**config.mk**
```make
export PLATFORM = sky130hd
export DESIGN_NAME = control_sequencer
export DESIGN_NICKNAME = d
export VERILOG_FILES = /design/src/rtl/control_pkg.sv /design/src/rtl/control_sequencer_op_class_decode.sv /design/src/rtl/control_sequencer.sv
export SDC_FILE = /design/constraint.sdc
export NUM_CORES = 1
export LEC_CHECK = 0
export ABC_AREA = 0
export CORE_MARGIN = 2
export CORE_UTILIZATION = 45
export CTS_CLUSTER_SIZE = 30
export DETAILED_ROUTE_END_ITERATION = 7
export DONT_BUFFER_PORTS = 1
export PLACE_DENSITY = 0.72
export SYNTH_ARGS = -nofsm -noshare
export SYNTH_HDL_FRONTEND = slang
export SYNTH_HIERARCHICAL = 1
export SYNTH_SLANG_ARGS = --single-unit
```
**constraint.sdc**
```tcl
create_clock -name Clock -period 3.7 [get_ports Clock]
set_input_delay 0.74 -clock Clock [delete_from_list [all_inputs] [get_ports Clock]]
set_output_delay 0.74 -clock Clock [all_outputs]
set_load 0.1 [all_outputs]
```
**src/rtl/control_pkg.sv**
```systemverilog
// Shared opcodes, sequencer states and instruction classes for the hardwired control unit.
package control_pkg;

   // 5-bit opcodes taken from IR[31:27]
   localparam logic [4:0] OP_LD   = 5'b00000;
   localparam logic [4:0] OP_LDI  = 5'b00001;
   localparam logic [4:0] OP_ST   = 5'b00010;
   localparam logic [4:0] OP_ADD  = 5'b00011;
   localparam logic [4:0] OP_SUB  = 5'b00100;
   localparam logic [4:0] OP_AND  = 5'b00101;
   localparam logic [4:0] OP_OR   = 5'b00110;
   localparam logic [4:0] OP_SHR  = 5'b00111;
   localparam logic [4:0] OP_SHRA = 5'b01000;
   localparam logic [4:0] OP_SHL  = 5'b01001;
   localparam logic [4:0] OP_ROR  = 5'b01010;
   localparam logic [4:0] OP_ROL  = 5'b01011;
   localparam logic [4:0] OP_ADDI = 5'b01100;
   localparam logic [4:0] OP_ANDI = 5'b01101;
   localparam logic [4:0] OP_ORI  = 5'b01110;
   localparam logic [4:0] OP_MUL  = 5'b01111;
   localparam logic [4:0] OP_DIV  = 5'b10000;
   localparam logic [4:0] OP_NEG  = 5'b10001;
   localparam logic [4:0] OP_NOT  = 5'b10010;
   localparam logic [4:0] OP_BR   = 5'b10011;
   localparam logic [4:0] OP_JR   = 5'b10100;
   localparam logic [4:0] OP_JAL  = 5'b10101;
   localparam logic [4:0] OP_IN   = 5'b10110;
   localparam logic [4:0] OP_OUT  = 5'b10111;
   localparam logic [4:0] OP_MFHI = 5'b11000;
   localparam logic [4:0] OP_MFLO = 5'b11001;
   localparam logic [4:0] OP_NOP  = 5'b11010;
   localparam logic [4:0] OP_HALT = 5'b11011;

   // ALU function used by fetch (PC increment) and by idle states
   localparam logic [4:0] ALU_ADD = OP_ADD;

   // T3..T7 must stay consecutive: execute advances by incrementing the state code
   typedef enum logic [3:0] {
      S_RST, S_T0, S_T1, S_T2, S_T3, S_T4, S_T5, S_T6, S_T7, S_HALT
   } state_t;

   typedef enum logic [3:0] {
      CL_ALU_R, CL_ALU_I, CL_UNARY, CL_MULDIV, CL_LD, CL_LDI, CL_ST, CL_BR,
      CL_JR, CL_JAL, CL_IN, CL_OUT, CL_MFHI, CL_MFLO, CL_NOP, CL_HALT
   } op_class_t;

   // Final execute step of each class; the step after it is always T0
   function automatic state_t last_step(input op_class_t c);
      case (c)
         CL_UNARY, CL_JAL:               last_step = S_T4;
         CL_ALU_R, CL_ALU_I, CL_LDI:     last_step = S_T5;
         CL_MULDIV, CL_BR:               last_step = S_T6;
         CL_LD, CL_ST:                   last_step = S_T7;
         default:                        last_step = S_T3;
      endcase
   endfunction

endpackage

```
**src/rtl/control_sequencer_op_class_decode.sv**
```systemverilog
// Maps a 5-bit opcode onto the instruction class that selects the execute sequence.
module op_class_decode
   import control_pkg::*;
(
   input  logic [4:0] op_i,
   output op_class_t  class_o
);

   // Pure lookup; unassigned opcodes fall through to NOP
   always_comb begin
      case (op_i)
         OP_ADD, OP_SUB, OP_AND, OP_OR, OP_SHR,
         OP_SHRA, OP_SHL, OP_ROR, OP_ROL:        class_o = CL_ALU_R;
         OP_ADDI, OP_ANDI, OP_ORI:               class_o = CL_ALU_I;
         OP_NEG, OP_NOT:                         class_o = CL_UNARY;
         OP_MUL, OP_DIV:                         class_o = CL_MULDIV;
         OP_LD:                                  class_o = CL_LD;
         OP_LDI:                                 class_o = CL_LDI;
         OP_ST:                                  class_o = CL_ST;
         OP_BR:                                  class_o = CL_BR;
         OP_JR:                                  class_o = CL_JR;
         OP_JAL:                                 class_o = CL_JAL;
         OP_IN:                                  class_o = CL_IN;
         OP_OUT:                                 class_o = CL_OUT;
         OP_MFHI:                                class_o = CL_MFHI;
         OP_MFLO:                                class_o = CL_MFLO;
         OP_HALT:                                class_o = CL_HALT;
         default:                                class_o = CL_NOP;
      endcase
   end

endmodule

```
**src/rtl/control_sequencer.sv**
```systemverilog
// Hardwired control unit: fetch T0-T2, per-class execute T3-T7, Moore strobe decode.
// The current state is also driven on dbg_state_o for checkers.
module control_sequencer
   import control_pkg::*;
(
   input  logic        Clock,
   input  logic        Reset_n,
   input  logic [31:0] IR,
   input  logic        CON,
   input  logic        Stop,
   output logic        Run,
   output logic        PCin,
   output logic        IRin,
   output logic        MARin,
   output logic        MDRin,
   output logic        Yin,
   output logic        Zin,
   output logic        HIin,
   output logic        LOin,
   output logic        CONin,
   output logic        OUTPORTin,
   output logic        Rin,
   output logic        PCout,
   output logic        MDRout,
   output logic        ZHIout,
   output logic        ZLOout,
   output logic        HIout,
   output logic        LOout,
   output logic        INPORTout,
   output logic        Cout,
   output logic        Rout,
   output logic        BAout,
   output logic        Gra,
   output logic        Grb,
   output logic        Grc,
   output logic        IncPC,
   output logic        Read,
   output logic        write,
   output logic [4:0]  AluOp,
   output state_t      dbg_state_o
);

   state_t     state_q, state_d;
   logic [4:0] op_q, op_d;
   op_class_t  ir_cls, op_cls;
   logic       unused_ir;

   // Only the opcode field matters to the sequencer
   assign unused_ir   = ^IR[26:0];
   assign dbg_state_o = state_q;

   // Live IR class decides the T2 exit; latched op_q class drives execute
   op_class_decode u_ir_dec (.op_i(IR[31:27]), .class_o(ir_cls));
   op_class_decode u_op_dec (.op_i(op_q),      .class_o(op_cls));

   // State and latched opcode registers
   always_ff @(posedge Clock or negedge Reset_n) begin
      if (!Reset_n) begin
         state_q <= S_RST;
         op_q    <= 5'd0;
      end else begin
         state_q <= state_d;
         op_q    <= op_d;
      end
   end

   // Next state: Stop and halt/nop are only examined on leaving T2
   always_comb begin
      state_d = state_q;
      op_d    = op_q;
      case (state_q)
         S_RST:  state_d = S_T0;
         S_T0:   state_d = S_T1;
         S_T1:   state_d = S_T2;
         S_T2: begin
            op_d = IR[31:27];
            if (Stop || ir_cls == CL_HALT) state_d = S_HALT;
            else if (ir_cls == CL_NOP)     state_d = S_T0;
            else                           state_d = S_T3;
         end
         S_T3, S_T4, S_T5, S_T6, S_T7:
            state_d = (state_q == last_step(op_cls)) ? S_T0 : state_t'(state_q + 4'd1);
         S_HALT: state_d = S_HALT;
         default: state_d = S_RST;
      endcase
   end

   // Moore strobe decode on (state, class); only br T6 also looks at CON
   always_comb begin
      {PCin, IRin, MARin, MDRin, Yin, Zin, HIin, LOin, CONin, OUTPORTin, Rin,
       PCout, MDRout, ZHIout, ZLOout, HIout, LOout, INPORTout, Cout, Rout, BAout,
       Gra, Grb, Grc, IncPC, Read, write} = 27'd0;
      AluOp = ALU_ADD;
      Run   = (state_q != S_RST) && (state_q != S_HALT);
      case (state_q)
         S_T0: begin PCout = 1'b1; MARin = 1'b1; IncPC = 1'b1; Zin = 1'b1; end
         S_T1: begin Read = 1'b1; MDRin = 1'b1; PCin = 1'b1; end
         S_T2: begin MDRout = 1'b1; IRin = 1'b1; end
         S_T3: case (op_cls)
            CL_ALU_R, CL_ALU_I:   begin Grb = 1'b1; Rout = 1'b1; Yin = 1'b1; end
            CL_UNARY:             begin Grb = 1'b1; Rout = 1'b1; Zin = 1'b1; AluOp = op_q; end
            CL_MULDIV:            begin Gra = 1'b1; Rout = 1'b1; Yin = 1'b1; end
            CL_LD, CL_LDI, CL_ST: begin Grb = 1'b1; BAout = 1'b1; Yin = 1'b1; end
            CL_BR:                begin Gra = 1'b1; Rout = 1'b1; CONin = 1'b1; end
            CL_JR:                begin Gra = 1'b1; Rout = 1'b1; PCin = 1'b1; end
            CL_JAL:               begin PCout = 1'b1; Grb = 1'b1; Rin = 1'b1; end
            CL_IN:                begin INPORTout = 1'b1; Gra = 1'b1; Rin = 1'b1; end
            CL_OUT:               begin Gra = 1'b1; Rout = 1'b1; OUTPORTin = 1'b1; end
            CL_MFHI:              begin HIout = 1'b1; Gra = 1'b1; Rin = 1'b1; end
            CL_MFLO:              begin LOout = 1'b1; Gra = 1'b1; Rin = 1'b1; end
            default: ;
         endcase
         S_T4: case (op_cls)
            CL_ALU_R:             begin Grc = 1'b1; Rout = 1'b1; Zin = 1'b1; AluOp = op_q; end
            CL_ALU_I, CL_LD, CL_LDI, CL_ST:
                                  begin Cout = 1'b1; Zin = 1'b1; AluOp = op_q; end
            CL_UNARY:             begin ZLOout = 1'b1; Gra = 1'b1; Rin = 1'b1; end
            CL_MULDIV:            begin Grb = 1'b1; Rout = 1'b1; Zin = 1'b1; AluOp = op_q; end
            CL_BR:                begin PCout = 1'b1; Yin = 1'b1; end
            CL_JAL:               begin Gra = 1'b1; Rout = 1'b1; PCin = 1'b1; end
            default: ;
         endcase
         S_T5: case (op_cls)
            CL_ALU_R, CL_ALU_I, CL_LDI:
                                  begin ZLOout = 1'b1; Gra = 1'b1; Rin = 1'b1; end
            CL_MULDIV:            begin ZLOout = 1'b1; LOin = 1'b1; end
            CL_LD, CL_ST:         begin ZLOout = 1'b1; MARin = 1'b1; end
            CL_BR:                begin Cout = 1'b1; Zin = 1'b1; AluOp = op_q; end
            default: ;
         endcase
         S_T6: case (op_cls)
            CL_MULDIV:            begin ZHIout = 1'b1; HIin = 1'b1; end
            CL_LD:                begin Read = 1'b1; MDRin = 1'b1; end
            CL_ST:                begin Gra = 1'b1; Rout = 1'b1; MDRin = 1'b1; end
            CL_BR:                begin ZLOout = 1'b1; PCin = CON; end
            default: ;
         endcase
         S_T7: case (op_cls)
            CL_LD:                begin MDRout = 1'b1; Gra = 1'b1; Rin = 1'b1; end
            CL_ST:                write = 1'b1;
            default: ;
         endcase
         default: ;
      endcase
   end

endmodule

```
Yosys cells after proc, flatten, opt, wreduce, memory -nomap -nowiden:

Memory sizes are Yosys's and may differ from the RTL's.
Cells that the tools add are included.

* register bits after elaboration: 9
* memory bits (read-only): 320
* bits of input ports: 36
* output and inout port bits: 37
* word-level logic and storage cells: 108
* memories: 3

Memories
* (name not given): depth 32, width 4, rd ports 1, clocked after memory_dff 0, write ports 0, RTL line control_sequencer_op_class_decode.sv:11 `case (op_i)`
* (name not given): depth 32, width 4, rd ports 1, clocked after memory_dff 0, write ports 0, RTL line control_sequencer_op_class_decode.sv:11
* (name not given): depth 16, width 4, rd ports 1, clocked after memory_dff 0, write ports 0, RTL line control_pkg.sv:49 `case (c)`

* add/sub/neg operators: 1
* equality and inequality tests: 26
* muxes and demuxes: 59
* reductions and logical operators: 17

Operators by type and width (count)
* equality test 4 bit (second input constant): 10
* two-way mux 1 bit: 36
* equality test 4 x 3 -> 1 bit (second input constant): 8
* case mux 4 bit (6 select lines): 1
* OR reduction 7 bit: 3
* equality test 4 x 2 -> 1 bit (second input constant): 4
* two-way mux 5 bit: 3
* case mux 5 bit (3 select lines): 1
* case mux 1 bit (2 select lines): 7
* two-way mux 4 bit: 3
* case mux 1 bit (4 select lines): 3
* case mux 1 bit (3 select lines): 3
* OR reduction 3 bit: 3
* equality test 4 x 1 -> 1 bit (second input constant): 2
* zero test 4 bit: 2
* OR reduction 4 bit: 2
* OR reduction 6 bit: 1
* case mux 1 bit (5 select lines): 1
* OR reduction 5 bit: 1
* adder 4 x 1 -> 4 bit (second input constant): 1
* equality test 4 bit: 1
* != test 4 bit (second input constant): 1
* nonzero test 4 bit: 1
* OR reduction 2 bit: 2
* 3 further kinds: 3

Longest topological paths before layout:

* depth after elaboration: 6
* depth in mapped cells: 10
* depth with buffers taken out: 8

Modules after synthesis:

Netlist, hierarchy kept.

By module, submodules not included
* control_sequencer: times used 1, cells each 177, area each 1295.0 µm², seq. area each 225.2 µm²
* op_class_decode: times used 2, cells each 22, area each 147.6 µm², seq. area each 0.0 µm²

Least setup slack after synthesis:

OpenSTA, ideal clock, no wires.

* kind: register to output
* start: register state_q[0], in the netlist dbg_state_o[0]
* end: output ZHIout
* data arrival time: 4.995 ns
* data required time: 2.960 ns
* slack: -2.035 ns
* cell stages (with the launch flop): 5
* path buffers: 1
* cell sequence: dfrtp_1 ha_1 nand2_1 nor4_1 buf_4

* cells in the longest elaborated chain, start to end: 2

RTL lines
* from (decl): RTL line control_sequencer.sv:43 `state_t state_q, state_d;`
* from (signal assigned): RTL line control_sequencer.sv:62 `state_q <= state_d;`
* equality test 4 x 3 -> 1 bit
* two-way mux 1 bit
* to (decl): RTL line control_sequencer.sv:25 `output logic ZHIout,`

Every way passes these cells.

Worst setup path after layout:

* start: register op_q[0]
* end: output AluOp[1]

* cells in the longest elaborated chain, start to end: 5
* elaborated cells on any way between the ends: 14
* those cells by class: eq/ne (7); mux (4); reduce/logical (2); memory (1)

RTL lines
* from (decl): RTL line control_sequencer.sv:44 `logic [4:0] op_q, op_d;`
* from (signal assigned): RTL line control_sequencer.sv:63 `op_q <= op_d;`
* memory read (32 x 4 bit) *
* named net op_cls[0]: RTL line control_sequencer.sv:45 `op_class_t ir_cls, op_cls;`
* equality test 4 x 3 -> 1 bit (tied with other cells): RTL line control_sequencer.sv:113 `S_T4: case (op_cls)`
* OR reduction 6 bit (no source line)
* two-way mux 5 bit: RTL line control_sequencer.sv:113
* case mux 5 bit (3 select lines) *: RTL line control_sequencer.sv:95 `case (state_q)`
* to (decl): RTL line control_sequencer.sv:39 `output logic [4:0] AluOp,`

Mark *: on every way through the listed nets, which the timed path passes. The rest lies on a longest branch.

==> impl_results.md <==
- Outcome: finished clean
- Inserted Diodes: 0
- Fin crit share: between 90% and 100%
- Setup Crit Path Kind: reg -> out
- Vias: between 1,500 and 2,000
- CTS root buffer: clkbuf_4
- First-pass GRT wire length: 7520 um
- Syn Inst Count: around 220
- Reg clk slew, reported paths: 70 ps
- CP required: between 2000 and 3000 ps
- Port bufs: 0
- Core box area: roughly 3400 um2
- Number of global-route vias before repair: 1,617
- Initial antenna violation count: 0
- Measured slew at the worst slew-check pin: just over 800 ps
- Post-synth net total: roughly 270
- Endpoints failing setup: 0
- Die Wd: approximately 63 um
- Post-synth top area share: between 10 and 15%
- Total CTS buffers: 3
- RD Place Congestion: about 0.90
- Area grow syn2layout: 46.9%
- Reg-to-reg critical path startpoint: op_q[1]$_DFFE_PN0P_
- EDFF count, synth: 0
- Relative slew slack: approximately 45%
- Post-DR vias/cell: about 6.0
- Hold_buf cts: 0
- Synth area leaders: dfrtp_1 14%, ha_1 9.4%, o21ai_0 5.4%, nand2_1 4.7%, nor2_1 4.5%
- Max Fclk: about 0.29 GHz
- Remaining Overflow, GRT: 0
- CP startpoint: op_q[0]$_DFFE_PN0P_
- Clock skew: between 9 and 10 ps
- Rows: 21
- Die H: between 60 and 70 um
- HPWL Detailed: 3510 um
- Hold Fails Final Rpt: 0
- Pre-Repair DR Iteration Count: 4
- Compound-Gate Fraction of Synth Area: 27.6%
- Worst Setup Start Kind: register
- Initial Util: between 40% and 50%
- Cell taking the most area after synthesis: dfrtp_1
- Ports: between 70 and 80
- Die area: 4030 um2
- Initial drt markers: ~120
- Main flop type after synthesis: dfrtp_1
- Crit path time final: roughly 3500 ps
- Postcts setup bufs: 0
- Post-Route WL: 4490 um
- RSZ-0062 raised after global routing: false
- Synth warnings: 6
- Total negative slack: 0 ps
- GR Util All Layers: between 20% and 30%
- Max Cap Viol: 0
- HP Class: in -> async
- Clk Latency, worst-skew pair: around 270 ps
- Post-Synth XOR/XNOR Area: 2.20%
- CTS sink cnt: 9
- Largest net degree at the start of global routing: 18
- Post-synthesis sequential area ratio: 14.2%
- DRC viols: 0
- Post-synthesis mux area share: ~4.9%
- Nets@finish: between 200 and 300
- Post-Synth Adder-Cell Area: a little under a tenth
- Most common library cells after synthesis: 20 x nand2_1, 19 x nor2_1, 17 x o21ai_0, 12 x ha_1, 11 x a21oi_1
- Largest family of logic cells by synthesized area: simple AND/OR/NAND/NOR gates
- Slew Limit Fails: 0
- Hold_ws: 151 ps
- H-Tree Depth: 1
- Crit. End Element: output port
- Post-synthesis simple-gate area fraction: about 32%
- Post-synthesis register bit count: 9
- Netlist Area Pre-Place: between 1500 and 2000 um2
- Synth unique cells: 49
- Layout cell share with drive strength beyond 1: about 36%
- WP data arrival: 2750 ps
- Cell with the most instances after synthesis: nand2_1
- WL/cell: around 15 um
- Final ANT Viol Nets: 0
- Syn_area_per_cell: 7.20 um2
- Critical path peak fanout: 7
- Asr flop ratio synth: 100%
- CTS Buffer Depth: 2
- CTS tree: built
## worst max-delay path, stage by stage, from the launching register on
cell      delay, ps
dfrtp_2         430
inv_1            60
ha_1            300
a22oi_1         190
a22oi_2         140
or4b_4          600
a32oi_1         170
o211ai_1        130
or2_1           280
buf_12          170
## cell families (layout without fill, tap and decap cells)
family,after synthesis,after routing
flops,9,9
buf+inv,31,58
fa+ha+maj,12,12
compound gates,66,66
xor+xnor,4,4
mux,7,7
simple gates,92,92
## layout by cell type (no fill, tap or decap), types with 5 or more instances in the layout
cell type and count:
a21oi_1 11, a22oi_1 5, buf_12 15, buf_4 27, ha_1 10, inv_1 9
mux2_2 6, nand2_1 20, nand2b_1 7, nand3b_1 5, nor2_1 14, nor2_2 5
nor2b_1 5, o211ai_1 7, o21ai_0 12
## path summary, 6_finish.rpt
| kind | endpoint | cells after the start | slack [ps] |
|---|---|---|---|
| worst max-delay path | AluOp[1] | 9 | 210 |
| worst min-delay path | op_q[0]$_DFFE_PN0P_ | 0 | 150 |
| worst max register to register | dbg_state_o[0]$_DFF_PN0_ | 9 | 1090 |
| worst min register to register | op_q[0]$_DFFE_PN0P_ | 1 | 620 |
| max in group asynchronous | dbg_state_o[1]$_DFF_PN0_ | 0 | 3460 |
| min in group Clock | op_q[0]$_DFFE_PN0P_ | 1 | 610 |
## metal layers
| layer | share of wire, % | track usage [%] | up-vias | wire length (um) |
|---|---|---|---|---|
| met5 | 0 | 0 | - | 0 |
| met4 | 0.89 | 4.89 | 0 | 40 |
| met3 | 5.1 | 3.21 | 5 | 229 |
| met2 | 49 | 37.8 | 54 | 2180 |
| met1 | 45 | 30.4 | 839 | 2040 |
| li1 | - | - | 862 | - |
## state kept, by name, indices dropped and copies added, names as in the netlist
register     count
op_q             5
dbg_state_o      4
## final cells by class
class | count | area, um2
clock inverter | 1 | 5.00
multi-input combinational | 181 | 1420
tap | 46 | 57.6
fill | 284 | 1030
inverter | 10 | 40.0
timing repair buffer | 44 | 556
clock buffer | 3 | 22.5
sequential | 9 | 236
## what timing repair did
action	in CTS	in global routing
hold endpoints to repair	0	0
gates resized for setup	1	4
endpoints found under the setup margin	4	8
## per-stage QoR
step                cells  setup WS (ps)  area [um2]  util, %
finish                294            212        2340     69.5
global route          294           47.0        2340     69.5
CTS                   294          0.305        2310     68.8
detailed placement    290            263        2280     67.8
global placement      290            347        2280     67.8
floorplan             221           -354        1790        -
Power is left out: the tool's default activity adds up to more than one toggle a clock period on the data nets, which glitch-free logic cannot reach.
